===== src/rtl/BoomLSUST.sv =====
// Shared LSU/dcache types: the dcache request payload and the default request-queue depth.
package BoomLSUST;

    localparam int DCACHE_REQ_QUEUE_DEPTH = 4;

    typedef struct packed {
        logic [4:0]  cmd;
        logic [1:0]  size;
        logic [39:0] addr;
        logic [63:0] data;
        logic        is_hella;
    } BoomDCacheReqST;

    localparam int DCACHE_REQ_W = $bits(BoomDCacheReqST);

endpackage


===== src/rtl/dcache_req_queue.sv =====
// In-order request buffer ahead of the data cache. Merges LSU and hellacache requests (LSU first)
// and lets a kill retire queued LSU entries in place, leaving them to drain silently from the head.
module dcache_req_queue
    import BoomLSUST::*;
#(
    parameter int DEPTH = DCACHE_REQ_QUEUE_DEPTH
) (
    input  logic                      clock,
    input  logic                      reset_n,
    input  logic                      lsu_req_valid,
    output logic                      lsu_req_ready,
    input  logic [DCACHE_REQ_W-1:0]   lsu_req,
    input  logic                      hella_req_valid,
    output logic                      hella_req_ready,
    input  logic [DCACHE_REQ_W-1:0]   hella_req,
    input  logic                      kill,
    output logic                      dc_req_valid,
    input  logic                      dc_req_ready,
    output logic [DCACHE_REQ_W-1:0]   dc_req,
    output logic [$clog2(DEPTH):0]    count
);

    localparam int IDX_W = $clog2(DEPTH);
    localparam int CNT_W = IDX_W + 1;

    BoomDCacheReqST   r_slot [DEPTH];
    logic [DEPTH-1:0] r_valid;
    logic [IDX_W-1:0] r_head;
    logic [IDX_W-1:0] r_tail;
    logic [CNT_W-1:0] r_count;

    BoomDCacheReqST   w_lsu_req;
    BoomDCacheReqST   w_hella_req;
    BoomDCacheReqST   w_enq_req;
    logic             w_full;
    logic             w_lsu_enq;
    logic             w_hella_enq;
    logic             w_enq;
    logic             w_enq_vld;
    logic             w_nonempty;
    logic             w_head_vld;
    logic             w_hs;
    logic             w_pop;

    assign w_lsu_req   = lsu_req;
    assign w_hella_req = hella_req;

    // Full is taken from registered state only, so a pop never frees a slot in the same cycle.
    assign w_full      = (r_count == CNT_W'(DEPTH));
    assign w_nonempty  = (r_count != '0);

    assign lsu_req_ready   = ~w_full;
    assign hella_req_ready = ~w_full & ~lsu_req_valid;

    assign w_lsu_enq   = lsu_req_valid & ~w_full;
    assign w_hella_enq = hella_req_valid & ~w_full & ~lsu_req_valid;
    assign w_enq       = w_lsu_enq | w_hella_enq;
    assign w_enq_vld   = w_lsu_enq ? ~kill : 1'b1;

    always_comb begin
        w_enq_req = w_hella_req;
        w_enq_req.is_hella = 1'b1;
        if (w_lsu_enq) begin
            w_enq_req = w_lsu_req;
            w_enq_req.is_hella = 1'b0;
        end
    end

    assign w_head_vld   = w_nonempty & r_valid[r_head];
    assign dc_req_valid = w_head_vld;
    assign dc_req       = r_slot[r_head];
    assign count        = r_count;

    // Dead head entries leave without a dcache handshake, one per cycle.
    assign w_hs  = w_head_vld & dc_req_ready;
    assign w_pop = w_nonempty & (w_hs | ~r_valid[r_head]);

    always_ff @(posedge clock) begin
        if (w_enq) begin
            r_slot[r_tail] <= w_enq_req;
        end
    end

    always_ff @(posedge clock or negedge reset_n) begin
        if (!reset_n) begin
            r_valid <= '0;
            r_head  <= '0;
            r_tail  <= '0;
            r_count <= '0;
        end else begin
            // A head entry handshaken this cycle is already delivered, so kill must not touch it.
            if (kill) begin
                for (int i = 0; i < DEPTH; i++) begin
                    if (!r_slot[i].is_hella && !(w_hs && (IDX_W'(i) == r_head))) begin
                        r_valid[i] <= 1'b0;
                    end
                end
            end
            if (w_enq) begin
                r_valid[r_tail] <= w_enq_vld;
                r_tail          <= r_tail + 1'b1;
            end
            if (w_pop) begin
                r_head <= r_head + 1'b1;
            end
            case ({w_enq, w_pop})
                2'b10:   r_count <= r_count + 1'b1;
                2'b01:   r_count <= r_count - 1'b1;
                default: r_count <= r_count;
            endcase
        end
    end

endmodule


===== config.mk =====
export PLATFORM = sky130hd
export DESIGN_NAME = dcache_req_queue
export DESIGN_NICKNAME = d
export VERILOG_FILES = /design/src/rtl/BoomLSUST.sv /design/src/rtl/dcache_req_queue.sv
export SDC_FILE = /design/constraint.sdc
export NUM_CORES = 1
export LEC_CHECK = 0
export BUFFER_PORTS_ARGS = -buffer_cell sky130_fd_sc_hd__buf_2
export CAP_MARGIN = 25
export CORE_ASPECT_RATIO = 1.4
export CORE_MARGIN = 1.5
export CORE_UTILIZATION = 55
export DETAILED_ROUTE_END_ITERATION = 12
export PLACE_DENSITY_LB_ADDON = 0.08
export SETUP_SLACK_MARGIN = 0.1
export SLEW_MARGIN = 20
export SYNTH_ARGS = -nofsm -noshare
export SYNTH_HDL_FRONTEND = slang
export SYNTH_SLANG_ARGS = --single-unit

===== constraint.sdc =====
create_clock -name clock -period 15.6 [get_ports clock]
set_input_delay 3.12 -clock clock [delete_from_list [all_inputs] [get_ports clock]]
set_output_delay 3.12 -clock clock [all_outputs]
set_load 0.005 [all_outputs]

==> results.toml <==
[power_and_ir_drop]
max-vdd-ir-drop_v = 0.000121
leakage_uw = 0.00776
power_frac_seq_pct = 46.0
pwr-share-comb_pct = 31.0
powerDensity_nw_per_um2 = 196
p_int_uw = 3040
switching_power_uw = 1240
pwr-share-clk_pct = 23.0
power.share.switching_pct = 28.9

[floorplan]
die-height_um = 219
die_w_um = 157
dieArea_um2 = 34300
fp.coreArea_um2 = 32600
start_util_pct = 56.0
fp-row-count = 78
io_pins = 348

[clock_network]
post-cts-setup-buffers = 0
cts_buffers = 41
cts_tree = "yes"
ctsHoldBuffers = 0
clock-sinks = 459
root_buffer = "clkbuf_16"
cts_buffer_depth = 3
h-tree-depth = 2
clkTransAtPathRegs_ns = 0.06
ctsResizeCount = 0
clk_latency_ns = 0.54

[routing]
post_drt_wl_per_cell_um = 20.9
dr.first_iter.drc_count = 475
vias = 9009
vias_per_cell = 5.55
drt_wl_total_mm = 33.9
drt-pass1-iter-count = 4
route.detailed.drc = 0
ant_nets = 0

[logic_synthesis]
ys_warn_count = 0
async_flop_share_pct = 2.40
synth_area_per_cell_um2 = 23.1
ys_types = 34
synth_ff_type = "edfxtp_1"
ys_ff_latch = 459
synth_cells = 792
yosysSeqAreaShare_pct = 75.2
syn-cell-area_um2 = 18300
synth_fp_nets = 1032
synth_edf_count = 448

[critical_path]
crit_path_end_kind = "output pin"
criticalPathCategory = "input pin to output pin"
critPathLaunchType = "input pin"
required_ns = 12.48
worstPathMaxFanout = 6
r2r_start = "r_head[1]"
worstPathArrival_ns = 3.53
crit_start = "lsu_req_valid"

[flow_run]
drv_cap = 0

[timing]
fin_crit_ns = 6.65
slew_viol_final = 0
fin_skew_ns = 0.0138
tightest_slew_ns = 0.991
hold_viol_final = 0
setup_violations = 0
slew_headroom_pct = 33.9
post-route-period-util_pct = 42.6
rsz0062_at_grt = "no"
setup_tns_ns = 0
fmax_mhz = 150

[place]
io_buffers = 345
hpwl_mm = 20.6
gp_congestion = 0.737
place_area_um2 = 20400

[global_routing]
overflow = 0
grt_max_degree = 66
grt_usage_pct = 20.3
grt_pass1_vias = 9332
grt_pass1_wl_mm = 51.7
antenna_found_initial = 3

[cells_and_area]
diodes = 0
drive_above_1_share_pct = 54.7
layout_commonest_cell = "edfxtp_1"
num-nets-final = 1393
layout_common_cells = "edfxtp_1, buf_2, mux4_2, mux2_2, clkbuf_16"
area_growth_pct = 19.3
final_util_pct = 66.8
design_area_um2 = 21800

[worst_hold_path]
min-delay-start = "count[2]"
hp-class = "flop to flop"

[outcome]
outcome = "finished, final reports clean"
-- cell usage after synthesis (all sizes together) (2+ instances only) --
master,number,area (µm²)
nand3,4,20.0
mux4,113,2540
o221ai,4,35.0
mux2i,2,20.0
xnor2,2,17.5
buf,31,189
ha,9,113
clkbuf,8,30.0
dfrtp,11,275
o311ai,7,61.3
nor2,4,15.0
inv,18,67.6
edfxtp,448,13500
nand2b,3,18.8
xor2,2,17.5
mux2,113,1270
-- final cells by class --
class | count | area [µm²]
well taps | 440 | 551
clock buffers | 52 | 1110
inverters | 18 | 75.1
clock inverters | 20 | 194
flip-flops and latches | 459 | 13700
repair buffers | 357 | 1860
multi-input cells | 276 | 4260
fillers | 2229 | 10800
-- sequential cells by signal (all words and copies together), names as in the netlist --
name     flops
r_head       2
r_valid      4
r_slot     448
count        3
r_tail       2
-- per-stage QoR --
step           total power [µW]  worst slack [ns]  hold slack, ns  instances
2_1_floorplan              2840              3.86           0.488        792
3_3_place_gp               3320              8.98           0.488       1548
3_5_place_dp               3350              8.96           0.504       1549
4_1_cts                    4340              8.96           0.519       1621
5_1_grt                    4500              8.94           0.584       1622
6_report                   4280              8.95           0.514       1622
-- final timing paths --
path | endpoint | slack, ns | cells past startpoint
worst min-delay path | count[2] | 0.51 | 1
min in group asynchronous | count[1] | 2.45 | 1
worst max register to register | count[2] | 11.84 | 9
max in group asynchronous | r_head[0] | 12.90 | 1
worst min register to register | count[2] | 0.51 | 1
worst max-delay path | hella_req_ready | 8.95 | 3
-- cells by family (layout without fill, tap and decap cells) --
group	count (synthesis)	in the layout	synth area share (%)
adders and majority gates	10	10	0.726
AOI/OAI and AO/OA	16	16	0.761
buffers and inverters	57	447	1.57
and+or+nand+nor	18	18	0.548
xor gates and xnor gates	4	4	0.192
muxes	228	228	21.0
DFF	459	459	75.2
-- critical path, cell delays in order --
cell and delay (ns):
buf_2 0.15, nor2_1 0.13, buf_2 0.13
-- layer usage --
metal  track usage [%]  up-vias  wire (µm)
met5                 0        -         31
met4              7.17        6        945
met3              4.01       61       1890
met2              34.7      275      17500
met1              25.9     4618      13600
li1                  -     4049          -
-- power groups by stage --
stage | sequential [µW] | combinational, µW | clock [µW]
floorplan | 1960 | 882 | 0
global placement | 1980 | 1350 | 0
detailed placement | 2000 | 1360 | 0
CTS | 1970 | 1360 | 1010
global route | 2000 | 1440 | 1050
finish | 1970 | 1320 | 985
Note: power is estimated with default switching activity, not from simulation.
